--- config.mk ---
export PLATFORM = sky130hd
export DESIGN_NAME = demod_accumulator
export DESIGN_NICKNAME = d
export VERILOG_FILES = /design/src/rtl/demod_accumulator_pkg.sv /design/src/rtl/demod_channel.sv /design/src/rtl/demod_accumulator.sv
export SDC_FILE = /design/constraint.sdc
export NUM_CORES = 1
export LEC_CHECK = 0
export CAP_MARGIN = 20
export CORE_AREA = 8 8 151 153
export CTS_CLUSTER_SIZE = 16
export DETAILED_ROUTE_END_ITERATION = 10
export DIE_AREA = 0 0 159 161
export PLACE_DENSITY_LB_ADDON = 0.2
export SETUP_SLACK_MARGIN = 0.5
export SYNTH_ARGS = -nofsm -noshare
export SYNTH_HDL_FRONTEND = slang
export SYNTH_HIERARCHICAL = 1
export SYNTH_SLANG_ARGS = --single-unit
--- constraint.sdc ---
create_clock -name coreClock -period 4.25 [get_ports coreClock]
set_input_delay 0.85 -clock coreClock [delete_from_list [all_inputs] [get_ports coreClock]]
set_output_delay 0.85 -clock coreClock [all_outputs]
set_load 0.005 [all_outputs]
--- src/rtl/demod_accumulator_pkg.sv ---
// Shared definitions for the I/Q demodulation accumulator: carrier codes,
// FSM state encoding and the strobe divider lookup.
package demod_accumulator_pkg;

  localparam logic [1:0] freq8MHz = 2'b00;
  localparam logic [1:0] freq4MHz = 2'b01;
  localparam logic [1:0] freq2MHz = 2'b10;

  typedef enum logic [1:0] {
    ST_IDLE  = 2'd0,
    ST_ACCUM = 2'd1,
    ST_HOLD  = 2'd2
  } state_t;

  // Terminal value of the decimation divider (N-1) for a carrier code.
  function automatic logic [1:0] div_max(input logic [1:0] f);
    logic [1:0] r;
    case (f)
      freq8MHz: r = 2'd0;
      freq4MHz: r = 2'd1;
      default:  r = 2'd3;
    endcase
    return r;
  endfunction

endpackage

--- src/rtl/demod_channel.sv ---
// One signed accumulator channel: the sample is sign-extended and either
// loaded or added with a selectable sign.
module demod_channel
  import demod_accumulator_pkg::*;
#(
  parameter int ADC_W = 12,
  parameter int ACC_W = 28
) (
  input  logic                    clk,
  input  logic                    rst_n,
  input  logic                    clr,
  input  logic                    load,
  input  logic                    add,
  input  logic                    neg,
  input  logic signed [ADC_W-1:0] sample,
  output logic signed [ACC_W-1:0] acc
);

  logic signed [ACC_W-1:0] acc_q, acc_d;
  logic signed [ACC_W-1:0] ext;
  logic signed [ACC_W-1:0] term;

  always_comb begin
    ext   = {{(ACC_W-ADC_W){sample[ADC_W-1]}}, sample};
    term  = neg ? -ext : ext;
    acc_d = acc_q;
    if (clr) begin
      acc_d = '0;
    end else if (load) begin
      acc_d = term;
    end else if (add) begin
      acc_d = acc_q + term;
    end
  end

  always_ff @(posedge clk or negedge rst_n) begin
    if (!rst_n) begin
      acc_q <= '0;
    end else begin
      acc_q <= acc_d;
    end
  end

  assign acc = acc_q;

endmodule

--- src/rtl/demod_accumulator.sv ---
// Square-wave I/Q demodulator: mixes ADC samples at 8 phases per carrier
// period over the DEMOD_ON window and publishes one result per repetition.
module demod_accumulator
  import demod_accumulator_pkg::*;
#(
  parameter int ADC_W = 12,
  parameter int CNT_W = 16,
  parameter int ACC_W = 28
) (
  input  logic                    coreClock,
  input  logic                    RESET_N,
  input  logic [1:0]              freq,
  input  logic                    DEMOD_ON,
  input  logic                    RETRANSMIT,
  input  logic signed [ADC_W-1:0] ADC_DATA,
  output logic signed [ACC_W-1:0] I_OUT,
  output logic signed [ACC_W-1:0] Q_OUT,
  output logic [CNT_W-1:0]        N_OUT,
  output logic                    RESULT_VALID,
  input  logic                    RESULT_READY,
  output logic                    OVERRUN,
  output logic [1:0]              state_dbg
);

  // Result handshake: a result transfers on any cycle with RESULT_VALID and
  // RESULT_READY both high; while RESULT_VALID is high and not accepted the
  // outputs hold. A newer result may overwrite a pending one (OVERRUN).

  state_t                  state_q, state_d;
  logic                    demod_q;
  logic [1:0]              freq_l_q, freq_l_d;
  logic [1:0]              div_q, div_d;
  logic [2:0]              phase_q, phase_d;
  logic [CNT_W-1:0]        cnt_q, cnt_d;
  logic signed [ACC_W-1:0] i_out_q, i_out_d;
  logic signed [ACC_W-1:0] q_out_q, q_out_d;
  logic [CNT_W-1:0]        n_out_q, n_out_d;
  logic                    valid_q, valid_d;
  logic                    overrun_q, overrun_d;

  logic                    start;
  logic                    load_res;
  logic                    strobe;
  logic [2:0]              mix_phase;
  logic                    neg_i, neg_q;
  logic                    ch_clr;
  logic signed [ACC_W-1:0] acc_i, acc_q;

  always_comb begin
    start     = DEMOD_ON && !demod_q && (state_q != ST_ACCUM);
    load_res  = (state_q == ST_HOLD) && RETRANSMIT;
    strobe    = (state_q == ST_ACCUM) && DEMOD_ON && (div_q == 2'd0) && !(&cnt_q);
    mix_phase = start ? 3'd0 : phase_q;
    neg_i     = mix_phase[2];
    neg_q     = (mix_phase[2] == mix_phase[1]);
    ch_clr    = load_res && !start;
  end

  always_comb begin
    state_d   = state_q;
    freq_l_d  = freq_l_q;
    div_d     = div_q;
    phase_d   = phase_q;
    cnt_d     = cnt_q;
    i_out_d   = i_out_q;
    q_out_d   = q_out_q;
    n_out_d   = n_out_q;
    valid_d   = valid_q;
    overrun_d = 1'b0;

    case (state_q)
      ST_ACCUM: begin
        if (!DEMOD_ON) begin
          state_d = ST_HOLD;
        end else begin
          div_d = (div_q == div_max(freq_l_q)) ? 2'd0 : div_q + 2'd1;
          if (strobe) begin
            phase_d = phase_q + 3'd1;
            cnt_d   = cnt_q + 1'b1;
          end
        end
      end
      ST_HOLD: begin
        if (RETRANSMIT) begin
          state_d = ST_IDLE;
        end
      end
      default: begin
      end
    endcase

    // The start cycle consumes sample 0, so the counters leave it already
    // advanced; sample k then lands exactly k*N cycles after the start.
    if (start) begin
      state_d  = ST_ACCUM;
      freq_l_d = freq;
      div_d    = (div_max(freq) == 2'd0) ? 2'd0 : 2'd1;
      phase_d  = 3'd1;
      cnt_d    = {{(CNT_W-1){1'b0}}, 1'b1};
      if ((state_q == ST_HOLD) && !RETRANSMIT) begin
        overrun_d = 1'b1;
      end
    end

    if (load_res) begin
      i_out_d = acc_i;
      q_out_d = acc_q;
      n_out_d = cnt_q;
      valid_d = 1'b1;
      if (valid_q && !RESULT_READY) begin
        overrun_d = 1'b1;
      end
    end else if (valid_q && RESULT_READY) begin
      valid_d = 1'b0;
    end
  end

  always_ff @(posedge coreClock or negedge RESET_N) begin
    if (!RESET_N) begin
      state_q   <= ST_IDLE;
      demod_q   <= 1'b0;
      freq_l_q  <= freq2MHz;
      div_q     <= 2'd0;
      phase_q   <= 3'd0;
      cnt_q     <= '0;
      i_out_q   <= '0;
      q_out_q   <= '0;
      n_out_q   <= '0;
      valid_q   <= 1'b0;
      overrun_q <= 1'b0;
    end else begin
      state_q   <= state_d;
      demod_q   <= DEMOD_ON;
      freq_l_q  <= freq_l_d;
      div_q     <= div_d;
      phase_q   <= phase_d;
      cnt_q     <= cnt_d;
      i_out_q   <= i_out_d;
      q_out_q   <= q_out_d;
      n_out_q   <= n_out_d;
      valid_q   <= valid_d;
      overrun_q <= overrun_d;
    end
  end

  demod_channel #(.ADC_W(ADC_W), .ACC_W(ACC_W)) u_chan_i (
    .clk    (coreClock),
    .rst_n  (RESET_N),
    .clr    (ch_clr),
    .load   (start),
    .add    (strobe),
    .neg    (neg_i),
    .sample (ADC_DATA),
    .acc    (acc_i)
  );

  demod_channel #(.ADC_W(ADC_W), .ACC_W(ACC_W)) u_chan_q (
    .clk    (coreClock),
    .rst_n  (RESET_N),
    .clr    (ch_clr),
    .load   (start),
    .add    (strobe),
    .neg    (neg_q),
    .sample (ADC_DATA),
    .acc    (acc_q)
  );

  assign I_OUT        = i_out_q;
  assign Q_OUT        = q_out_q;
  assign N_OUT        = n_out_q;
  assign RESULT_VALID = valid_q;
  assign OVERRUN      = overrun_q;
  assign state_dbg    = state_q;

endmodule

==> metrics.md <==
| Metric | Value |
|---|---|
| Worst-path clk slew | 70 ps |
| Post-synth EDFFs | 0 |
| Final non-filler cell total | 1754 |
| Nets@finish | 1552 |
| Die H | 161 µm |
| CTS tree | done |
| Pins Over Slew Limit | 0 |
| Final setup fails | 0 |
| VDD IR max | 0.433 mV |
| Clock buffer depth | 2 |
| Worst slew pin tran | 992 ps |
| Syn Area/Cell | 9.24 µm² |
| Placed cell area | 13400 µm² |
| Max-slew headroom | 33.9% |
| Drt total wl | 33100 µm |
| Sw Pwr | 0.00473 W |
| Worst clock skew | 12.9 ps |
| Fin. Hold Viols | 0 |
| Power density cells | 786 nW/µm² |
| Design Area, Final | 14800 µm² |
| CP Data Required Time | 4610 ps |
| Via count | 10372 |
| Min-Delay Path Class | in2async |
| Global Route Usage Sum | 25.0% |
| Flop2flop setup slack | 570 ps |
| Vias per cell | 5.91 |
| Sequential fraction of the synthesis area | 36.6% |
| Status | completed |
| Worst-Skew Late Latency | 430 ps |
| Remaining DRCs | 0 |
| Mapped Area | 10700 µm² |
| Initial antenna violation count | 0 |
| Internal power | 0.00690 W |
| Ant diodes | 0 |
| Critical path launch point | ADC_DATA[0] |
| Netlist cell types | 97 |
| Largest net degree at the start of global routing | 97 |
| Final Power | 0.0116 W |
| Io pins | 95 |
| First-pass GRT wire length | 53100 µm |
| Synth Net Count | 1240 |
| Initial Util | 51.9% |
| Vias in the first global route | 10309 |
| Fillers | 1586 |
| Primary FF master, synth | dfrtp_1 |
| Final Cycle Share | 91.2% |
| Core area | 20600 µm² |
| Sw frac | 40.7% |
| Crit path to | u_chan_i/acc[23] |
| Die span in x | 159 µm |
| DR pass1 iterations | 7 |
| Dpl hpwl | 23200 µm |
| Total grt overflow | 0 |
| IO buf count | 94 |
| Most frequent cells in the layout | buf_4 (232), dfrtp_1 (154), nand2_1 (112), a21oi_1 (101), clkdlybuf4s50_1 (81) |
| Worst slack, placed | -306 ps |
| R2R cell count | 15 |
| H-tree lvl count | 4 |
| Clock power frac | 15.0% |
| Critical path capture point type | register |
| Row count | 53 |
| Worst setup margin | 375 ps |
| Lkg Pwr | 6.63 nW |
| Register share of total power | 21.5% |
| Reported max-cap violation count | 0 |
| Number of warnings issued by yosys | 6 |
| Placed Cells | 1678 |
| FFs w/ async S/R, synth | 100% |
| Commonest non-fill, non-tap cell in the layout | buf_4 |
| Area grow syn2layout | 38.7% |
| ANT nets after route | 0 |
| Root buf cell | clkbuf_16 |
| GPL Wtd Cong | 0.921 |
| Die ar. | 25600 µm² |
| Register area | 3910 µm² |
| Cell count after synthesis | 1154 |
| Clock sink total | 156 |
| Reg2Reg Capture Point | u_chan_i/acc[23] |
| Cts bufs inserted | 17 |
| Final setup TNS | 0 ps |
| CP arrival | 4240 ps |
| Crit Path Class | in2reg |
| Share of cells above drive strength 1 | 32.1% |
| Combinational cell fraction of total power | 63.5% |
| Multi-input gate area | 6790 µm² |
| Minimum clock period | 3880 ps |
| Reg-to-reg startpoint | state_dbg[0] |
| Startpoint Class | input pin |
| WL/cell | 18.9 µm |
| RSZ-0062 raised after global routing | yes |
| Initial DRC Count | 771 |
| #FFs+latches synth | 156 |
| Achievable frequency | 258 MHz |
| Highest fanout seen on the critical path | 5 |
-- how the worst min path moves through the flow --
stage             endpoint  slack, ps  cells after the start
6_report           OVERRUN        390                      1
3_5_place_dp   freq_l_q[1]        470                      2
2_1_floorplan   phase_q[0]        450                      1
5_1_grt           div_q[0]        420                      1
4_1_cts          N_OUT[12]        400                      1
3_3_place_gp     N_OUT[11]        470                      2
-- worst max-delay path, cell delays in order --
cell	delay [ps]
buf_6	90
buf_6	120
inv_12	50
ha_4	120
or4b_4	470
or3_4	370
buf_6	140
o21ai_4	160
xnor2_2	160
ha_4	260
a21oi_2	170
o21ai_2	100
a21bo_2	230
o21ai_4	210
buf_6	140
buf_4	110
nor2_4	30
nor4_2	290
a221o_1	160
-- timing repair --
item,CTS,global route
setup endpoints to repair,34,38
buffers inserted,33,10
gates resized for setup,54,88
hold buffers,0,0
pin swaps,37,38
gates cloned,1,0
hold endpoints to repair,0,0
-- power groups by stage --
stage / clock [W] / sequential, W / combinational, W
global route: 0.00182 / 0.00257 / 0.00803
detailed placement: 0 / 0.00251 / 0.00668
global placement: 0 / 0.00250 / 0.00659
floorplan: 0 / 0.00239 / 0.00388
finish: 0.00174 / 0.00250 / 0.00739
CTS: 0.00176 / 0.00250 / 0.00699
-- area by class of cell --
cell class                      instances  share of cell area [%]
Sequential cell                       156                    26.4
Timing Repair Buffer                  348                    19.6
Clock buffer                           18                    2.97
Tap cell                              275                    2.33
Inverter                               48                    1.35
Multi-Input combinational cell        895                    45.9
Clock inverter                         14                    1.45
-- per-layer routing --
metal  vias up  routed length [µm]  GRT usage [%]
met5         -                   0              0
met4         0                 507           6.30
met3        43                2040           4.73
met2       359               15600           41.5
met1      5076               14900           33.3
li1       4894                   -              -
-- stage by stage --
step                utilization [%]  hold slack [ps]
finish                         72.0              392
detailed placement             65.3              472
CTS                            70.2              403
global placement               65.3              469
global route                   72.0              417
floorplan                         -              452
-- Yosys cell counts (4+ instances only) --
cell | count | area [µm²]
dfrtp_1 | 155 | 3880
nand2_1 | 119 | 447
a21oi_1 | 112 | 561
o21ai_0 | 81 | 405
mux2_2 | 70 | 788
ha_1 | 65 | 813
nor2_1 | 64 | 240
inv_1 | 45 | 169
xnor2_1 | 40 | 350
clkbuf_1 | 37 | 139
nand3_1 | 25 | 125
nand4_1 | 23 | 144
a21o_1 | 17 | 128
xor2_1 | 17 | 149
a211oi_1 | 16 | 120
a31oi_1 | 14 | 87.6
nor3_1 | 13 | 65.1
mux2i_1 | 11 | 110
nor2b_1 | 11 | 68.8
o21bai_1 | 11 | 82.6
o31ai_1 | 11 | 82.6
or4_1 | 9 | 67.6
a221o_1 | 8 | 80.1
and2_1 | 8 | 50.1
buf_1 | 8 | 30.0
o22ai_1 | 8 | 50.1
a22oi_1 | 7 | 52.6
buf_2 | 7 | 35.0
nand2b_1 | 7 | 43.8
o21a_1 | 6 | 45.0
o21ai_1 | 6 | 30.0
or3_1 | 6 | 37.5
a311oi_1 | 5 | 43.8
nor4_1 | 5 | 31.3
a211o_1 | 4 | 35.0
a21oi_2 | 4 | 35.0
and3_1 | 4 | 25.0
and4_1 | 4 | 35.0
o211a_1 | 4 | 40.0
-- registers in the layout, summed over array words and instances, names as in the netlist, 2 cells and up --
signal	cells
I_OUT	28
N_OUT	16
phase_q	3
freq_l_q	2
div_q	2
u_chan_q/acc	28
Q_OUT	28
state_dbg	2
u_chan_i/acc	28
cnt_q	16
-- cell families after synthesis --
family / synth area share [%]
compound gates: 22.7
simple gates: 15.6
flops: 36.6
buf+inv: 3.82
mux: 8.53
fa+ha+maj: 8.00
xor+xnor: 4.68
Power figures use the tool's default switching activity.
